[src/rtl/inst_queue.sv]
`default_nettype none
// ============================================================================
//  Module   : inst_queue
//  Purpose  : Dual-issue instruction queue between fetch and the two decode
//             slots. Circular buffer of DEPTH {instr, pc} entries; presents
//             the two oldest entries in program order, accepts 0/1/2 pushes
//             and 0/1/2 pops per cycle, and is emptied by a redirect flush.
//  Options  : IQ_BYPASS_EN - when the queue is empty, fetch inputs are
//             forwarded combinationally to the decode outputs.
//  Revision : 1.0 - initial release
// ============================================================================
module inst_queue #(
   parameter int DEPTH = 8,
   parameter int AW    = 3
) (
   input  logic          clk,
   input  logic          rst_n,
   input  logic          flush,
   input  logic [1:0]    in_valid,
   input  logic [31:0]   in_instr0,
   input  logic [31:0]   in_instr1,
   input  logic [31:0]   in_pc0,
   input  logic [31:0]   in_pc1,
   output logic          in_ready,
   output logic [1:0]    out_valid,
   output logic [31:0]   out_instr0,
   output logic [31:0]   out_instr1,
   output logic [31:0]   out_pc0,
   output logic [31:0]   out_pc1,
   input  logic [1:0]    pop_cnt,
   output logic [AW:0]   count
);

   // Highest occupancy at which a full 2-wide push still fits.
   localparam logic [AW:0] READY_MAX = (AW+1)'(DEPTH - 2);

   logic [31:0]   instr_mem_q [DEPTH];
   logic [31:0]   instr_mem_d [DEPTH];
   logic [31:0]   pc_mem_q    [DEPTH];
   logic [31:0]   pc_mem_d    [DEPTH];

   logic [AW-1:0] head_q, head_d;
   logic [AW-1:0] tail_q, tail_d;
   logic [AW:0]   count_q, count_d;

   logic [AW-1:0] head_p1;
   logic [AW-1:0] tail_p1;
   logic          bypass;
   logic          push_ok;
   logic [1:0]    n_avail;
   logic [1:0]    pop_req;
   logic [1:0]    n_pop;
   logic [1:0]    n_push;
   logic [1:0]    skip;

   // Decode-side view: either the two oldest stored entries or, when the
   // queue is empty and bypass is built in, the incoming fetch pair.
   always_comb begin
      head_p1    = head_q + AW'(1);
`ifdef IQ_BYPASS_EN
      bypass     = (count_q == '0) && !flush;
`else
      bypass     = 1'b0;
`endif
      in_ready   = (count_q <= READY_MAX);
      count      = count_q;
      out_valid  = 2'b00;
      out_instr0 = 32'h0;
      out_instr1 = 32'h0;
      out_pc0    = 32'h0;
      out_pc1    = 32'h0;
      if (bypass) begin
         // in_valid=10 is not a legal pair and is shown as nothing.
         case (in_valid)
            2'b01:   out_valid = 2'b01;
            2'b11:   out_valid = 2'b11;
            default: out_valid = 2'b00;
         endcase
         if (out_valid[0]) begin
            out_instr0 = in_instr0;
            out_pc0    = in_pc0;
         end
         if (out_valid[1]) begin
            out_instr1 = in_instr1;
            out_pc1    = in_pc1;
         end
      end else begin
         out_valid[0] = (count_q != '0);
         out_valid[1] = (count_q >= (AW+1)'(2));
         if (out_valid[0]) begin
            out_instr0 = instr_mem_q[head_q];
            out_pc0    = pc_mem_q[head_q];
         end
         if (out_valid[1]) begin
            out_instr1 = instr_mem_q[head_p1];
            out_pc1    = pc_mem_q[head_p1];
         end
      end
   end

   // Next-state: clamp the pop to what is presented, accept the push only
   // on the current occupancy, and skip storing bypassed entries that the
   // decoders consume in the same cycle.
   always_comb begin
      tail_p1     = tail_q + AW'(1);
      n_avail     = {1'b0, out_valid[1]} + {1'b0, out_valid[0]};
      pop_req     = (pop_cnt == 2'd3) ? 2'd2 : pop_cnt;
      n_pop       = (pop_req < n_avail) ? pop_req : n_avail;
      push_ok     = in_ready && !flush;
      n_push      = 2'd0;
      if (push_ok) begin
         if (in_valid == 2'b11)
            n_push = 2'd2;
         else if (in_valid == 2'b01)
            n_push = 2'd1;
      end
      skip        = bypass ? n_pop : 2'd0;

      instr_mem_d = instr_mem_q;
      pc_mem_d    = pc_mem_q;
      // Entry k lands at tail+k; with bypass the head moves past the skipped
      // slots by the same amount, so pointers stay consistent.
      if (n_push != 2'd0 && skip == 2'd0) begin
         instr_mem_d[tail_q] = in_instr0;
         pc_mem_d[tail_q]    = in_pc0;
      end
      if (n_push == 2'd2 && skip != 2'd2) begin
         instr_mem_d[tail_p1] = in_instr1;
         pc_mem_d[tail_p1]    = in_pc1;
      end

      head_d  = head_q + AW'(n_pop);
      tail_d  = tail_q + AW'(n_push);
      count_d = count_q + (AW+1)'(n_push) - (AW+1)'(n_pop);
      if (flush) begin
         head_d  = '0;
         tail_d  = '0;
         count_d = '0;
      end
   end

   // Pointer and occupancy registers.
   always_ff @(posedge clk or negedge rst_n) begin
      if (!rst_n) begin
         head_q  <= '0;
         tail_q  <= '0;
         count_q <= '0;
      end else begin
         head_q  <= head_d;
         tail_q  <= tail_d;
         count_q <= count_d;
      end
   end

   // Entry storage; contents are never cleared, only pointers are.
   always_ff @(posedge clk) begin
      instr_mem_q <= instr_mem_d;
      pc_mem_q    <= pc_mem_d;
   end

endmodule
`default_nettype wire

[config.mk]
export PLATFORM = sky130hd
export DESIGN_NAME = inst_queue
export DESIGN_NICKNAME = d
export VERILOG_FILES = /design/src/rtl/inst_queue.sv
export SDC_FILE = /design/constraint.sdc
export NUM_CORES = 2
export LEC_CHECK = 0
export BUFFER_PORTS_ARGS = -buffer_cell sky130_fd_sc_hd__buf_4
export CORE_MARGIN = 2
export CORE_UTILIZATION = 44
export CTS_CLUSTER_DIAMETER = 60
export DETAILED_ROUTE_END_ITERATION = 8
export SYNTH_ARGS = -nofsm -noshare
export SYNTH_HDL_FRONTEND = slang
export SYNTH_SLANG_ARGS = --single-unit
[constraint.sdc]
create_clock -name clk -period 5.2 [get_ports clk]
set_input_delay 0.78 -clock clk [delete_from_list [all_inputs] [get_ports clk]]
set_output_delay 0.78 -clock clk [all_outputs]
set_load 0.005 [all_outputs]
# Word level (Yosys, flattened, before mapping)
# Index checks and enable logic that the tools add are counted.
[word_totals]
ff_bits = 522
input_bits = 135
output_inout_bits = 135
elab_cells = 85
[classes]
add_sub_neg = 7
n_lt_le_gt_ge = 9
eq_ne = 4
n_mux = 36
bitwise_logic = 4
reduce_logical = 6
[op_table]
columns = ["operator", "n"]
rows = [
  ["$bwmux W256", 4],
  ["$mux W256", 4],
  ["$mux W32", 14],
  ["$bmux W32 S3", 4],
  ["$demux W32 S3", 2],
  ["$ge A4 B4 Y1 const B", 4],
  ["$not A3 Y4", 4],
  ["$lt A4 B1 Y1 const B", 2],
  ["$mux W2", 4],
  ["$add A3 B1 Y3 const B", 2],
  ["$add A3 B2 Y3", 2],
  ["$eq A2 B2 Y1 const B", 3],
  ["$mux W3", 2],
  ["$add A4 B2 Y4", 1],
  ["$ge A4 B2 Y1 const B", 1],
  ["$le A4 B3 Y1 const B", 1],
  ["$mux W4", 1],
  ["$reduce_bool A4 Y1", 1],
  ["$sub A4 B2 Y4", 1],
  ["$logic_and A1 B1 Y1", 3],
  ["$add A1 B1 Y2", 1],
  ["$eq A2 B1 Y1 const B", 1],
  ["$lt A2 B2 Y1", 1],
  ["$reduce_bool A2 Y1", 1],
  ["2 further kinds", 2],
]

# Depth between registers and ports, before layout
[logic_depth]
ltp_word = 9
depth_mapped = 20
ltp_nobuf = 18

# Worst setup path after synthesis
# Ideal clock, no wire load.
[synth_timing]
kind = "reg-to-reg"
startpoint = "register count_q[2] (netlist: count[2])"
endpoint = "register count_q[2] (netlist: count[2])"
setup_ns = 0.132
t_arrival_ns = 3.350
t_required_ns = 5.068
slack_ns = 1.718
stages_incl_launch_ff = 20
path_buffers = 2
period_less_slack_ns = 3.482
cell_sequence = "dfrtp_1 -> inv_1 -> ha_1 -> nor2b_1 -> inv_1 -> nor2_1 -> clkbuf_1 -> clkbuf_1 -> inv_1 -> ha_1 -> inv_1 -> ha_1 -> nor2_1 -> o22a_1 -> ha_1 -> inv_1 -> ha_1 -> fa_1 -> xnor2_1 -> nor2_1"
[synth_between]
elab_chain_len = 6
elab_cells_between_ends = 11
classes_between = "3 x add/sub; 3 x order compare; 3 x mux; 2 x reduce/logical"
[synth_rtl]
columns = ["element", "line", "rtl"]
rows = [
  ["from (decl)", "44", "logic [AW:0] count_q, count_d;"],
  ["from (signal assigned)", "151", "count_q <= count_d;"],
  ["$ge A4 B2 Y1 *", "89", "out_valid[1] = (count_q >= (AW+1)'(2));"],
  ["net out_valid[1]", "25", "output logic [1:0] out_valid,"],
  ["$add A1 B1 Y2 *", "106", "n_avail = {1'b0, out_valid[1]} + {1'b0, out_valid[0]};"],
  ["$lt A2 B2 Y1", "108", "n_pop = (pop_req < n_avail) ? pop_req : n_avail;"],
  ["$mux W2 *", "108", ""],
  ["$sub A4 B2 Y4 *", "134", "count_d = count_q + (AW+1)'(n_push) - (AW+1)'(n_pop);"],
  ["$mux W4 *", "135", "if (flush) begin"],
  ["net count_d[2]", "44", ""],
]
# The timed path passes the listed nets; every way through them passes the cells marked *.

# Worst setup path in the final report
[layout_timing]
startpoint = "register head_q[0]"
endpoint = "output port out_instr1[9]"
[layout_between]
elab_chain_len = 6
[layout_rtl]
columns = ["element", "line", "rtl"]
rows = [
  ["from (decl)", "42", "logic [AW-1:0] head_q, head_d;"],
  ["from (signal assigned)", "145", "head_q <= '0;"],
  ["from (signal assigned)", "149", "head_q <= head_d;"],
  ["$add A3 B1 Y3", "59", "head_p1 = head_q + AW'(1);"],
  ["$not A3 Y4 (implied by the code)", "95", "out_instr1 = instr_mem_q[head_p1];"],
  ["$bmux W32 S3", "95", ""],
  ["$mux W32 (implied by the code) (2 in a row)", "95", ""],
  ["$mux W32", "94", "if (out_valid[1]) begin"],
  ["to (decl)", "27", "output logic [31:0] out_instr1,"],
]
# No other way between the ends. The select of a mux whose other input is x is not followed.

==> impl_metrics.json <==
{
  "synth_area_leaders": "dfxtp_1 (32%), mux2_2 (32%), mux4_2 (18%), mux2_4 (5.4%), buf_6 (2.3%)",
  "total_power_mw": 21.2,
  "rows": 98,
  "p_per_area_nw_per_um2": 575,
  "layout_min_cycle_time_ns": 4.38,
  "io_pins": 270,
  "worstMarginPinSlew_ns": 1.01,
  "cts_made_buffers": 69,
  "die_x_um": 274,
  "synth_top_area_share_pct": 32.0,
  "cpMaxStageDelayCell": "ha_4",
  "die-area_sq_um": 75000,
  "post-place-ws_ns": 1.36,
  "fin_setup_tns_ns": 0,
  "rsz0062_at_grt": "no",
  "post_cts_buffers": 0,
  "crit_type": "reg2out",
  "root_buffer": "clkbuf_16",
  "first_iter_violations": 1250,
  "synth-seq-area-share_pct": 32.8,
  "finalHoldViolations": 0,
  "antenna_found_initial": 8,
  "finalCritPeriodShare_pct": 84.2,
  "syn_nets": 2557,
  "nets": 2750,
  "synth_top_area_cell": "dfxtp_1",
  "wl_per_cell_um": 27.1,
  "dieHeight_um": 274,
  "syn_avg_cell_area_sq_um": 13.3,
  "vias": 21600,
  "drv_slew": 0,
  "cp_data_arrival_time_ns": 3.60,
  "synth_cell_type_count": 40,
  "gp_congestion": 0.784,
  "portBuffers": 269,
  "crit_required_ns": 4.42,
  "layout_common_cells": "mux2_2 (897), dfxtp_1 (512), buf_4 (304)",
  "setup_violations": 0,
  "r2r_cells": 9,
  "clock_latency_ns": 0.60,
  "postLayoutCoreUtil_pct": 51.4,
  "max_freq_mhz": 228,
  "crit_buf_inv": 2,
  "p_leak_nw": 15.4,
  "start_util_pct": 44.7,
  "setup_slack_ns": 0.823,
  "path_max_fanout": 42,
  "cts_tree": "built",
  "clk_path_buf_depth": 3,
  "clk_pin_slew_worst_paths_ns": 0.06,
  "grt_pass1_wl_um": 146000,
  "ys_warn_count": 0,
  "ant_nets": 0,
  "whs_path_depth": 2,
  "cp-start-kind": "register",
  "status": "complete, no violations",
  "coreArea_sq_um": 71700,
  "slowest_delay_ns": 0.79,
  "layout_commonest_cell": "mux2_2",
  "dr.pass1.iters": 4,
  "clock-sinks": 522,
  "grt_use_total_pct": 25.9,
  "whs_ns": 0.462,
  "worstPathCellList": "ha_4 -> buf_12 -> mux4_2 -> nand2_1 -> a21oi_1 -> buf_4",
  "netlist_area_sq_um": 32000,
  "cts_resized": 0,
  "grt_pass1_vias": 22600,
  "relSlewSlack_pct": 32.7,
  "wirelength_um": 97700,
  "dp_hpwl_um": 56800,
  "critPathTopFamily": "adder cells",
  "grt.overflow.total": 0,
  "grt_max_degree": 130,
  "end_kind": "output pin",
  "drc": 0,
  "viasPerCell": 6.00,
  "irDropWorstVdd_uv": 396,
  "cp.depth": 6,
  "syn_inst": 2405,
  "skew_ns": 0.0152,
  "cap_violations": 0,
  "layout-drive-gt1-share_pct": 64.9,
  "syn_to_final_growth_pct": 15.1,
  "ys_ff_latch": 522,
  "hp-class": "in2reg",
  "ctsHoldBuffers": 1,
  "htreeDepth": 3
}
==> cells by family (layout without fill, tap and decap cells) <==
kind of cell               after synthesis  count (layout)  share of synthesized area (%)
other                                    0               6                              0
and+or+nand+nor                        241             241                           3.49
adders and majority gates               17              17                          0.758
xor gates and xnor gates                 8               8                          0.219
AOI/OAI and AO/OA                       69              69                           1.12
DFF                                    522             522                           32.8
muxes                                 1344            1344                           57.4
buffers and inverters                  204             445                           4.26
==> cells in the mapped netlist <==
| library cell | count |
|---|---|
| nor3_1 | 2 |
| nor2_2 | 1 |
| nand4_2 | 3 |
| buf_4 | 12 |
| and4_1 | 2 |
| nor4_4 | 1 |
| xnor2_1 | 6 |
| a21boi_0 | 1 |
| buf_2 | 59 |
| nand3_2 | 4 |
| dfrtp_1 | 10 |
| inv_1 | 10 |
| nand4_4 | 4 |
| clkinv_1 | 1 |
| buf_1 | 4 |
| mux2_1 | 11 |
| o22a_1 | 1 |
| and2b_1 | 1 |
| nor2_1 | 73 |
| mux2_4 | 116 |
| and2_1 | 2 |
| nor3b_4 | 1 |
| a21bo_2 | 1 |
| buf_6 | 64 |
| and3b_1 | 1 |
| xor2_1 | 2 |
| nor2b_1 | 9 |
| mux2_2 | 897 |
| mux2i_1 | 64 |
| nand3_1 | 1 |
| and3_1 | 1 |
| mux4_2 | 256 |
| dfxtp_1 | 512 |
| clkbuf_1 | 54 |
| a21o_1 | 1 |
| a21oi_1 | 65 |
| nand2b_1 | 2 |
| ha_1 | 13 |
| nand2_1 | 133 |
| fa_1 | 4 |
==> through the flow <==
stage / instances / area, sq um
after global routing: 3599 / 36900
after detailed placement: 3476 / 34500
after CTS: 3596 / 36900
after floorplan: 2405 / 32000
final: 3602 / 36900
after global placement: 3476 / 34500
==> cell type report <==
type,count,area (sq um)
timing repair buffer,315,2490
sequential,522,10500
fill,6203,34900
clock inverter,20,279
inverter,11,41.3
multi-input combinational,1679,20300
antenna,6,15.0
clock buffer,99,2030
tap,950,1190
==> sequential cells by signal, summed over array words and instances, names as in the netlist <==
name         flops
count            4
head_q           3
instr_mem_q    256
pc_mem_q       256
tail_q           3
==> path summary, 6_finish.rpt <==
check / from / to / slack, ns
worst max-delay path: head_q[0]$_DFF_PN0_ / out_instr1[9] / 0.82
worst min-delay path: flush / count[3]$_DFF_PN0_ / 0.46
worst max register to register: count[3]$_DFF_PN0_ / pc_mem_q[178]$_DFF_P_ / 1.45
worst min register to register: instr_mem_q[229]$_DFF_P_ / instr_mem_q[229]$_DFF_P_ / 0.63
max in group asynchronous: rst_n / head_q[0]$_DFF_PN0_ / 4.44
min in group asynchronous: rst_n / count[3]$_DFF_PN0_ / 0.57
==> per-layer routing <==
| layer | part of all wire (%) | track usage, % |
|---|---|---|
| met5 | 0.032 | 0 |
| met1 | 45 | 35.3 |
| met3 | 5.9 | 5.39 |
| met2 | 47 | 41.5 |
| met4 | 2.4 | 7.28 |
==> power by group <==
| part | switching [mW] | internal [mW] | total [mW] | leakage, nW |
|---|---|---|---|---|
| clock | 1.87 | 3.02 | 4.89 | 1.13 |
| sequential | 0.941 | 5.24 | 6.18 | 4.34 |
| combinational | 4.38 | 5.74 | 10.1 | 9.91 |
Power figures use the tool's default switching activity.
